--- src/rtl/msu_sd_sector_responder.sv ---
// Responder for the MSU audio sector-read handshake: streams one sector of words from a fixed-latency word memory.
// Optional build macro MSU_SD_TAIL_ZERO_EN zero-fills words that lie at or beyond the latched image size.
module msu_sd_sector_responder #(
  parameter int unsigned SECTOR_WORDS = 256,
  parameter int unsigned LBA_W        = 21,
  parameter int unsigned MEM_LATENCY  = 2
) (
  input  logic               clk,
  input  logic               reset,
  input  logic               sd_rd,
  input  logic [LBA_W-1:0]   sd_lba,
  input  logic [31:0]        img_size,
  output logic               sd_ack,
  output logic               sd_buff_wr,
  output logic [7:0]         sd_buff_addr,
  output logic [15:0]        sd_buff_dout,
  output logic               mem_rd,
  output logic [LBA_W+7:0]   mem_addr,
  input  logic [15:0]        mem_rdata,
  output logic               busy,
  output logic [15:0]        sectors_served
);

  typedef enum logic [2:0] {
    S_IDLE, S_FETCH, S_WAIT, S_WRITE, S_DONE, S_RELEASE
  } state_t;

  localparam logic [7:0] LAST_IDX = 8'(SECTOR_WORDS - 1);
  localparam logic [2:0] LAT      = 3'(MEM_LATENCY);

  state_t           state;
  logic [LBA_W-1:0] lba_q;
  logic [31:0]      img_size_q;
  logic [7:0]       idx;
  logic [7:0]       idx_next;
  logic [2:0]       lat_cnt;
  logic             tail_q;
  logic             accept_tail;
  logic             step_tail;

  assign idx_next = idx + 8'd1;
  assign busy     = (state != S_IDLE);

  // Tail decision is made one cycle early so mem_rd can be a registered strobe in FETCH.
`ifdef MSU_SD_TAIL_ZERO_EN
  always_comb begin
    accept_tail = 1'b0;
    step_tail   = 1'b0;
    accept_tail = (32'(sd_lba) << 9) >= img_size;
    step_tail   = ((32'(lba_q) << 9) + 32'({idx_next, 1'b0})) >= img_size_q;
  end
`else
  logic unused_img;
  assign unused_img  = ^img_size_q;
  assign accept_tail = 1'b0;
  assign step_tail   = 1'b0;
`endif

  always_ff @(posedge clk) begin
    if (reset) begin
      state          <= S_IDLE;
      lba_q          <= '0;
      img_size_q     <= '0;
      idx            <= '0;
      lat_cnt        <= '0;
      tail_q         <= 1'b0;
      sd_ack         <= 1'b0;
      sd_buff_wr     <= 1'b0;
      sd_buff_addr   <= '0;
      sd_buff_dout   <= '0;
      mem_rd         <= 1'b0;
      mem_addr       <= '0;
      sectors_served <= '0;
    end else begin
      mem_rd     <= 1'b0;
      sd_buff_wr <= 1'b0;
      case (state)
        S_IDLE: begin
          if (sd_rd) begin
            lba_q      <= sd_lba;
            img_size_q <= img_size;
            idx        <= '0;
            sd_ack     <= 1'b1;
            mem_addr   <= {sd_lba, 8'h00};
            tail_q     <= accept_tail;
            mem_rd     <= !accept_tail;
            state      <= S_FETCH;
          end
        end
        S_FETCH: begin
          if (tail_q) begin
            sd_buff_wr   <= 1'b1;
            sd_buff_addr <= idx;
            sd_buff_dout <= '0;
            state        <= S_WRITE;
          end else begin
            lat_cnt <= 3'd1;
            state   <= S_WAIT;
          end
        end
        S_WAIT: begin
          if (lat_cnt == LAT) begin
            lat_cnt      <= '0;
            sd_buff_wr   <= 1'b1;
            sd_buff_addr <= idx;
            sd_buff_dout <= mem_rdata;
            state        <= S_WRITE;
          end else begin
            lat_cnt <= lat_cnt + 3'd1;
          end
        end
        S_WRITE: begin
          if (idx == LAST_IDX) begin
            sd_ack         <= 1'b0;
            sectors_served <= sectors_served + 16'd1;
            state          <= S_DONE;
          end else begin
            idx      <= idx_next;
            mem_addr <= {lba_q, idx_next};
            tail_q   <= step_tail;
            mem_rd   <= !step_tail;
            state    <= S_FETCH;
          end
        end
        S_DONE: state <= S_RELEASE;
        S_RELEASE: begin
          if (!sd_rd) state <= S_IDLE;
        end
        default: state <= S_IDLE;
      endcase
    end
  end

endmodule

--- config.mk ---
export PLATFORM = sky130hd
export DESIGN_NAME = msu_sd_sector_responder
export DESIGN_NICKNAME = d
export VERILOG_FILES = /design/src/rtl/msu_sd_sector_responder.sv
export SDC_FILE = /design/constraint.sdc
export NUM_CORES = 1
export LEC_CHECK = 0
export BUFFER_PORTS_ARGS = -buffer_cell sky130_fd_sc_hd__buf_2
export CAP_MARGIN = 20
export CELL_PAD_IN_SITES_DETAIL_PLACEMENT = 0
export CELL_PAD_IN_SITES_GLOBAL_PLACEMENT = 1
export CORE_MARGIN = 1.5
export CORE_UTILIZATION = 30
export CTS_CLUSTER_DIAMETER = 60
export DETAILED_ROUTE_END_ITERATION = 10
export GPL_TIMING_DRIVEN = 0
export PLACE_DENSITY = 0.64
export SLEW_MARGIN = 20
export SYNTH_ARGS = -nofsm -noshare
export SYNTH_HDL_FRONTEND = slang
export SYNTH_SLANG_ARGS = --single-unit
--- constraint.sdc ---
create_clock -name clk -period 5.4 [get_ports clk]
set_clock_uncertainty 0.05 [all_clocks]
set_input_delay 1.35 -clock clk [delete_from_list [all_inputs] [get_ports clk]]
set_output_delay 1.35 -clock clk [all_outputs]
set_load 0.05 [all_outputs]
Word-level counts from Yosys, hierarchy flattened --
Cells that the tools add are included.
Storage, ports and cells: register bits after elaboration 108, bits of input ports 72
Cells by class: add/subtract/negate cells 3, reduce and logical (&&, ||, !) cells 11, muxes and demuxes 33, eq/ne operators 14
Operators with widths (count):
- 2-to-1 mux 29 bit | 2
- one-hot mux 29 bit (2 select lines) | 1
- 2-to-1 mux 16 bit | 2
- 2-to-1 mux 8 bit | 4
- one-hot mux 16 bit (2 select lines) | 1
- one-hot mux 8 bit (2 select lines) | 2
- 2-to-1 mux 3 bit | 6
- one-hot mux 3 bit (6 select lines) | 1
- adder 16 x 1 -> 16 bit, second input constant | 1
- != test 2 bit, second input constant | 7
- AND reduction 3 bit | 4
- == test 3 x 2 -> 1 bit, second input constant | 3
- 2-to-1 mux 1 bit | 9
- adder 8 x 1 -> 8 bit, second input constant | 1
- == test 8 bit, second input constant | 1
- one-hot mux 1 bit (2 select lines) | 4
- == test 3 bit, second input constant | 2
- one-hot mux 3 bit (2 select lines) | 1
- AND reduction 2 bit | 3
- nonzero test 2 bit | 2
- adder 3 x 1 -> 3 bit, second input constant | 1
- == test 3 x 1 -> 1 bit, second input constant | 1
- zero test 3 bit | 1
- nonzero test 3 bit | 1

Longest topological paths before layout --
Gate-level depths: netlist (run 1).
depth after elaboration 3, mapped depth 6

Worst setup path after synthesis (run 1) --
Ideal clock, no wire load.
path kind reg-to-reg, start point reg mem_addr[0] (netlist name), end point reg sectors_served[7], stages on the path, launching flop included 7, required time 5.280 ns, arrival time 2.271 ns, path slack 3.009 ns, clock period less this slack 2.391 ns, setup time 0.070 ns, cells stage by stage dfxtp_1 ha_1 nand3_1 or4_4 buf_2 or3_1 a21oi_1
RTL lines:
- end signal, assigned | RTL line 115 | sectors_served <= sectors_served + 16'd1;
- end, declared | RTL line 21 | output logic [15:0] sectors_served

Final worst setup path (run 1) --
start point reg state[0], end point out busy
On the way: cells in the longest elaborated chain, start to end 1
Ends and longest elaborated chain:
- start, declared | RTL line 31 | state_t state;
- start signal, assigned | RTL line 61 | state <= S_IDLE;
- start signal, assigned | RTL line 87 | state <= S_FETCH;
- start signal, assigned | RTL line 95 | state <= S_WRITE;
- nonzero test 3 bit | RTL line 42 | assign busy = (state != S_IDLE);
- end, declared | RTL line 20 | output logic busy,
No other way between the ends.

==> results.json, run 1 <==
{
  "grt_pass1_vias": 3707,
  "drv_cap": 0,
  "timing.setup.tns_ps": 0,
  "cp_max_fo": 7,
  "ff2ff_path_depth": 6,
  "worst_pin_slew_ps": 831,
  "post_cts_buffers": 0,
  "die-area_um2": 14400,
  "yosysUniqueCellTypes": 44,
  "grt_use_total": 0.165,
  "timing_worst_setup_path_type": "register to output pin",
  "finalHoldViolations": 0,
  "max_clock_freq_mhz": 357,
  "ys_top_cells_by_area": "dfxtp_1 (48%), nand2_1 (9.2%), a21oi_1 (8.0%), mux2i_1 (5.3%), o31ai_1 (4.9%)",
  "postSynthAreaPerCell_um2": 8.59,
  "setup.worst_path.end_class": "output pin",
  "core_area_um2": 13300,
  "r2r-start": "mem_addr[0]$_SDFFE_PP0P_",
  "cp_data_required_time_ps": 4000,
  "yosysWarnings": 0,
  "min_path_cells": 2,
  "final_cell_mix": "buf_2 (114), nand2_1 (101), dfxtp_1 (99), a21oi_1 (66), clkbuf_1 (32)",
  "cts_resized": 0,
  "synth_edf_count": 0,
  "drtPass1Iterations": 4,
  "cts_max_path_buffers": 2,
  "fin_crit_sh": 0.519,
  "maxSlewHeadroom": 0.438,
  "synth-seq-cells": 99,
  "rsz0062_at_grt": "no",
  "ir_worst_vdd_mv": 0.137,
  "slew_viol_final": 0,
  "max_stage_delay_ps": 380,
  "yosys.area.top_type_share": 0.481,
  "cts_hold_buf": 0,
  "ys.flop_type": "dfxtp_1",
  "cts_tree": "done",
  "grt_max_degree": 15,
  "r2r_setup_slack_ps": 2870,
  "postSynthCellCount": 479,
  "synth_nets": 553,
  "hpwl_um": 8200,
  "ant_nets": 0,
  "p_leak_nw": 2.16,
  "start_kind": "register",
  "slowest_stage": "nor2_1",
  "grt_overflow": 0,
  "clk_pin_slew_ps": 60,
  "pin_count": 145,
  "start_util": 0.310,
  "diodes": 0,
  "routedWlPerCell_um": 14.7,
  "routed_via_density": 4.91,
  "drive_gt1_frac": 0.215,
  "placedCellCount": 766,
  "yosysTopAreaCell": "dfxtp_1",
  "syn_area_um2": 4120,
  "cts_buffers": 9,
  "place_congestion": 0.801,
  "drc": 0,
  "crit_chain": "nor2_1, nand2_1, buf_2",
  "rows": 42,
  "final_common_cell": "buf_2",
  "status": "complete, no violations",
  "min_path_type": "register to register",
  "ys_async_sr_fraction": 0,
  "worstReg2RegEnd": "mem_addr[12]$_SDFFE_PP0P_",
  "instances_no_fill": 780,
  "crit_arrival_ps": 1400,
  "area_growth_syn_to_layout_pct": 26.5,
  "setup_viol": 0,
  "cts_sinks": 99,
  "layout.nets": 675,
  "grt_first_pass_wirelength_um": 18800,
  "cts-htree-levels": 3,
  "min-delay-start": "sd_buff_dout[12]$_SDFFE_PP0P_",
  "hold_end": "sd_buff_dout[12]$_SDFFE_PP0P_",
  "die_h_um": 120,
  "drt-total-wl_um": 11500,
  "drt_iter0_drc": 175,
  "synth_seq_area_share": 0.481,
  "vias": 3826,
  "p_per_area_nw_per_um2": 344,
  "numPortBuffers": 111,
  "root_buffer": "clkbuf_16",
  "period_needed_ps": 2800,
  "insertion_delay_ps": 340,
  "antenna_found_initial": 0,
  "die_x_um": 120
}
power by group:
group	switching, mW	leakage [nW]	internal [mW]	total [mW]
combinational	0.213	1.20	0.0838	0.297
sequential	0.0260	0.805	0.772	0.798
clock	0.268	0.155	0.427	0.695
Yosys cell counts, types with 2 or more instances:
cell / number
nand3_1: 11
clkbuf_1: 31
buf_2: 3
and4_1: 3
nand2_1: 101
dfxtp_1: 99
o211ai_1: 2
nor3_1: 2
ha_1: 2
nand2b_1: 4
or3_1: 10
inv_1: 4
buf_1: 2
o31ai_1: 27
mux2i_1: 22
xnor2_1: 5
nand4b_1: 23
and3_1: 2
nor2_1: 14
a31oi_1: 2
o21ai_0: 14
or4_1: 6
a21oi_1: 66
nand4_1: 4
worst max-delay path by stage:
| stage | startpoint | to | slack (ps) | depth (start not counted) |
|---|---|---|---|---|
| finish | state[0]$_SDFFE_PP0P_ | busy | 2600 | 3 |
| CTS | state[0]$_SDFFE_PP0P_ | busy | 2590 | 3 |
| global route | mem_addr[0]$_SDFFE_PP0P_ | mem_addr[12]$_SDFFE_PP0P_ | 2510 | 6 |
| floorplan | mem_addr[0]$_SDFFE_PP0P_ | sectors_served[7]$_SDFFE_PP0P_ | 3010 | 6 |
| detailed placement | sd_rd | lba_q[6]$_SDFFE_PP0P_ | 2340 | 5 |
| global placement | sd_rd | lba_q[15]$_SDFFE_PP0P_ | 2410 | 5 |
state kept, by name (all words and copies together) (netlist names):
name / cells
mem_rd: 1
state: 3
sd_buff_wr: 1
sd_ack: 1
sd_buff_dout: 16
sd_buff_addr: 8
sectors_served: 16
lba_q: 21
lat_cnt: 3
mem_addr: 29
worst max-delay path, delay by kind of cell, from the launching register on:
family,cells,cell delay [ps]
buffers and inverters,1,230
flip-flops,1,340
AND/OR/NAND/NOR,2,500
area by class of cell:
class	count	area, µm²
fillers	1402	8090
flip-flops and latches	99	1980
multi-input cells	339	1980
repair buffers	111	556
clock buffers	12	256
well taps	176	220
plain buffers	37	144
clock inverters	2	60.1
inverters	4	15.0
layer usage:
metal  routed length (µm)  share of wire  up-vias  GRT usage
li1                     -              -     1960          -
met1                 5520           0.48     1751      0.215
met2                 5180           0.45      107      0.265
met3                  627          0.055        8     0.0413
met4                  138          0.012        0     0.0580
met5                    0              0        -          0
cell families after synthesis:
kind of cell	Yosys count	synth area share
xor gates and xnor gates	6	0.0128
AOI/OAI and AO/OA	121	0.174
buffers and inverters	41	0.0386
muxes	22	0.0535
adders and majority gates	2	0.00608
and+or+nand+nor	188	0.234
DFF	99	0.481
stage by stage:
stage / utilization / area [µm²] / hold WS, ps / worst slack, ps / power (mW)
floorplan: - / 4120 / 386 / 3010 / 1.02
global placement: 0.368 / 4890 / 389 / 2410 / 1.11
detailed placement: 0.368 / 4890 / 393 / 2340 / 1.12
CTS: 0.392 / 5210 / 402 / 2590 / 1.82
global route: 0.392 / 5210 / 419 / 2510 / 1.87
finish: 0.392 / 5210 / 399 / 2600 / 1.79
(Power assumes the default switching activity.)
==> inputs of run 2 (changes only) <==
==> constraint.sdc (replaced) <==
create_clock -name clk -period 2.6 [get_ports clk]
set_clock_uncertainty 0.05 [all_clocks]
set_input_delay 0.65 -clock clk [delete_from_list [all_inputs] [get_ports clk]]
set_output_delay 0.65 -clock clk [all_outputs]
set_load 0.05 [all_outputs]
==> run 2 against run 1 <==
Final area is essentially flat. Non-clock buffer count is the same. Hold slack is essentially flat. Via count grew 0.65%. Critical endpoint is now sectors_served[10]$_SDFFE_PP0P_. Highest routed layer unchanged. Flip-flop and latch count is the same. Critical path type is now register to register. Core utilization is essentially flat. Clock power grew 110%. Sequential share of layout area is essentially flat. Final cell count is the same.
==> results.json, run 2 (same netlist as run 1, synthesis figures left out) <==
{
  "crit_arrival_ps": 2540,
  "final_cell_mix": "buf_2 (114), nand2_1 (101), dfxtp_1 (99), a21oi_1 (66), clkbuf_1 (31)",
  "p_per_area_nw_per_um2": 713,
  "rsz0062_at_grt": "no",
  "routedWlPerCell_um": 14.7,
  "antenna_found_initial": 0,
  "start_util": 0.310,
  "max_clock_freq_mhz": 432,
  "routed_via_density": 4.94,
  "timing_worst_setup_path_type": "register to register",
  "fin_worst_hold_slack_ps": 399,
  "grt_use_total": 0.165,
  "ant_nets": 0,
  "fill_cells": 1405,
  "grt_pass1_vias": 3707,
  "finalHoldViolations": 0,
  "cp_data_required_time_ps": 2820,
  "pin_count": 145,
  "regMostFlops": "mem_addr",
  "timing.setup.tns_ps": 0,
  "p_leak_nw": 2.16,
  "slew_viol_final": 0,
  "min-delay-start": "sd_buff_dout[12]$_SDFFE_PP0P_",
  "cp_max_fo": 10,
  "top_regs": "mem_addr (29), lba_q (21)",
  "grt_overflow": 0,
  "die_h_um": 120,
  "vias": 3851,
  "grt_first_pass_wirelength_um": 18800,
  "hpwl_um": 8200,
  "die_x_um": 120,
  "fin_crit_sh": 0.891,
  "drt_iter0_drc": 163,
  "core_area_um2": 13300,
  "setup.worst_path.end_class": "register",
  "period_needed_ps": 2320,
  "insertion_delay_ps": 340,
  "ff2ff_path_depth": 6,
  "total_power_mw": 3.72,
  "drtPass1Iterations": 5,
  "root_buffer": "clkbuf_16",
  "drc": 0,
  "drive_gt1_frac": 0.219,
  "diodes": 0,
  "clk_pin_slew_ps": 70,
  "cts-htree-levels": 3,
  "die-area_um2": 14400,
  "cts_max_path_buffers": 2,
  "status": "complete, no violations",
  "setup_viol": 0,
  "min_path_cells": 2,
  "area_growth_syn_to_layout_pct": 26.7,
  "start_kind": "register",
  "cts_sinks": 99,
  "cp-startpoint": "mem_addr[0]$_SDFFE_PP0P_",
  "ir_worst_vdd_mv": 0.284,
  "cts_tree": "done",
  "post_cts_buffers": 0,
  "place_congestion": 0.801,
  "layout.nets": 675,
  "maxSlewHeadroom": 0.439,
  "rows": 42,
  "worst_pin_slew_ps": 830,
  "cts_buffers": 9,
  "r2r-start": "mem_addr[0]$_SDFFE_PP0P_",
  "drv_cap": 0,
  "min_path_type": "register to register",
  "numPortBuffers": 111,
  "grt_max_degree": 15,
  "largest_reg_flops": 29,
  "drt-total-wl_um": 11500,
  "final_common_cell": "buf_2"
}
[run 2: cell counts in the layout (fill, tap and decap cells not counted)]
Identical to the previous run, type by type.
[run 2: final cells by class]
class / count / area (µm²) / share of cell area
sequential: 99 / 1980 / 0.380
multi-input combinational: 339 / 1980 / 0.380
timing repair buffer: 111 / 556 / 0.107
clock buffer: 12 / 256 / 0.0492
tap: 176 / 220 / 0.0422
buffer: 37 / 145 / 0.0278
clock inverter: 2 / 60.1 / 0.0115
inverter: 4 / 15.0 / 0.00288
[run 2: what timing repair did]
item,4_1_cts,5_1_grt
hold buffers,0,0
resized for setup,0,3
hold endpoints to repair,0,0
endpoints found under the setup margin,0,20
[run 2: path summary, 6_finish.rpt]
path         slack (ps)                               to
max                 280  sectors_served[10]$_SDFFE_PP0P_
min                 400    sd_buff_dout[12]$_SDFFE_PP0P_
max reg2reg         280  sectors_served[10]$_SDFFE_PP0P_
min reg2reg         400    sd_buff_dout[12]$_SDFFE_PP0P_
[run 2: where the power goes]
| group | total, mW | switching, mW | internal, mW |
|---|---|---|---|
| clock network | 1.44 | 0.554 | 0.886 |
| logic | 0.620 | 0.445 | 0.175 |
| registers | 1.66 | 0.0541 | 1.60 |
[run 2: through the flow]
step           setup slack, ps  cells   util  area [µm²]
2_1_floorplan              209    479      -        4120
3_3_place_gp               102    766  0.368        4890
3_5_place_dp               100    766  0.368        4890
4_1_cts                   79.3    780  0.392        5210
5_1_grt                   52.0    780  0.392        5210
6_report                   284    780  0.392        5210
[run 2: layer usage]
layer	track usage	vias to the layer above	share of wire
li1	-	1955	-
met1	0.215	1778	0.48
met2	0.265	108	0.45
met3	0.0413	10	0.057
met4	0.0580	0	0.012
met5	0	-	0
[run 2: critical path: stages, from the launching register on]
cell	delay, ps
dfxtp_1	450
ha_1	250
nand3_1	200
or4_1	550
clkbuf_2	210
or3_1	380
a21oi_1	140
==> inputs of run 3 (changes only) <==
--- a/config.mk
+++ b/config.mk
@@ -15,6 +15,7 @@
 export DETAILED_ROUTE_END_ITERATION = 10
 export GPL_TIMING_DRIVEN = 0
 export PLACE_DENSITY = 0.64
+export REMOVE_ABC_BUFFERS = 1
 export SLEW_MARGIN = 20
 export SYNTH_ARGS = -nofsm -noshare
 export SYNTH_HDL_FRONTEND = slang
==> run 3 against run 2 <==
Flip-flop and latch count stayed put. Via count is 1.1% lower. Final cell count is 3.2% lower. Sequential share of layout area shrank 0.11 points. Non-clock buffer count down 27. Clock-buffer cell count did not move. Critical path type unchanged.
==> results.json, run 3 (same netlist as run 1, synthesis figures left out) <==
{
  "fin_util": 0.393,
  "critPathBufInv": 0,
  "slowest_stage": "or4_1",
  "hpwl_um": 7430,
  "min-delay-start": "sd_buff_addr[5]$_SDFFE_PP0P_",
  "p_per_area_nw_per_um2": 705,
  "routed_via_density": 5.05,
  "worstReg2RegEnd": "sectors_served[12]$_SDFFE_PP0P_",
  "r2r-start": "mem_addr[0]$_SDFFE_PP0P_",
  "place_congestion": 0.735,
  "grt_use_total": 0.157,
  "rows": 42,
  "diodes": 0,
  "start_kind": "register",
  "setup_viol": 0,
  "routedWlPerCell_um": 14.7,
  "rsz0062_at_grt": "no",
  "slew_viol_final": 0,
  "final_common_cell": "buf_2",
  "grt_overflow": 0,
  "drv_cap": 0,
  "cts_tree": "done",
  "crit_chain": "ha_1, nand3_1, or4_1, or4_1, a21oi_1",
  "cp_top_family": "simple AND/OR/NAND/NOR gates",
  "cts_buffers": 9,
  "period_needed_ps": 2380,
  "area_growth_syn_to_layout_pct": 27.0,
  "r2r_setup_slack_ps": 220,
  "largest_reg_flops": 29,
  "finalHoldViolations": 0,
  "cts_hold_buf": 0,
  "insertion_delay_ps": 350,
  "top_regs": "mem_addr (29), lba_q (21)",
  "ant_nets": 0,
  "drive_gt1_frac": 0.249,
  "hold_end": "sd_buff_addr[5]$_SDFFE_PP0P_",
  "root_buffer": "clkbuf_16",
  "crit_arrival_ps": 2610,
  "timing_worst_setup_path_type": "register to register",
  "die_x_um": 120,
  "core_area_um2": 13300,
  "regMostFlops": "mem_addr",
  "crit_top_cell": "or4_1",
  "fin_crit_sh": 0.915,
  "drt-total-wl_um": 11100,
  "pin_count": 145,
  "drc": 0,
  "cts-htree-levels": 3,
  "die-area_um2": 14400,
  "max_stage_delay_ps": 720,
  "cp_data_required_time_ps": 2830,
  "antenna_found_initial": 0,
  "placed_area_um2": 4900,
  "layout.nets": 648,
  "grt_first_pass_wirelength_um": 18000,
  "cts_max_path_buffers": 2,
  "die_h_um": 120,
  "grt_pass1_vias": 3629,
  "cp-startpoint": "mem_addr[0]$_SDFFE_PP0P_",
  "min_path_cells": 2,
  "grt_max_degree": 63,
  "numPortBuffers": 112,
  "cp_max_fo": 12,
  "drt_iter0_drc": 148,
  "setup.worst_path.end_class": "register",
  "clk_pin_slew_ps": 60,
  "drtPass1Iterations": 4,
  "worst_pin_slew_ps": 1050,
  "ff2ff_path_depth": 5,
  "min_path_type": "register to register",
  "ir_worst_vdd_mv": 0.385,
  "maxSlewHeadroom": 0.301,
  "start_util": 0.310,
  "final_cell_mix": "buf_2 (112), nand2_1 (101), dfxtp_1 (99), a21oi_1 (66), o31ai_1 (27)",
  "status": "complete, no violations",
  "max_clock_freq_mhz": 420,
  "vias": 3809,
  "cts_sinks": 99,
  "p_leak_nw": 2.19,
  "finalInstanceArea_um2": 5230
}
run 3: changes by cell type in the layout (fill, tap and decap cells not counted), sizes merged:
cell and change:
bufinv -1, clkinv +2, clkbuf -32, buf +5, clkinvlp +1
run 3: worst max-delay path by stage:
stage	endpoint	cells past startpoint	slack, ps
final	sectors_served[12]$_SDFFE_PP0P_	5	220
after global routing	sd_buff_dout[12]$_SDFFE_PP0P_	4	60
after CTS	sectors_served[12]$_SDFFE_PP0P_	5	210
after detailed placement	sectors_served[15]$_SDFFE_PP0P_	4	-310
after global placement	mem_addr[2]$_SDFFE_PP0P_	5	-2260
after floorplan	mem_addr[10]$_SDFFE_PP0P_	5	-570
run 3: report_power, final:
part	internal [mW]	switching, mW	leakage [nW]	total, mW
Clock	0.821	0.571	0.155	1.39
Sequential	1.60	0.0668	0.805	1.67
Combinational	0.194	0.428	1.23	0.621
run 3: cell type report:
type | instances | area, µm²
Multi-Input combinational cell | 339 | 2000
Clock buffer | 12 | 267
Inverter | 4 | 15.0
Fill cell | 1391 | 8070
Tap cell | 176 | 220
Sequential cell | 99 | 1980
Clock inverter | 4 | 47.5
Timing Repair Buffer | 121 | 696
run 3: per-layer routing:
metal	global-route usage	part of all wire	wire, µm	vias to the layer above
li1	-	-	-	1903
met1	0.182	0.44	4920	1799
met2	0.269	0.47	5230	99
met3	0.0627	0.074	814	8
met4	0.0402	0.0095	105	0
met5	0	0	0	-
run 3: stage by stage:
step | hold slack, ps | setup slack [ps] | power (mW) | cells | setup TNS, ps
CTS | 404 | 214 | 3.75 | 755 | 0
detailed placement | 395 | -307 | 2.33 | 738 | -4400
finish | 401 | 221 | 3.68 | 755 | 0
global placement | 390 | -2260 | 2.28 | 730 | -106610
floorplan | 380 | -572 | 2.09 | 442 | -19330
global route | 417 | 56.8 | 3.86 | 755 | 0
run 3: repair_timing:
item	in CTS	in global routing
gates resized for setup	2	0
setup endpoints to repair	34	0
setup buffers	1	0
run 3: worst min-delay path: stages (launching register included):
cell	delay, ps
dfxtp_1	310
nand2_1	50
a21oi_1	50
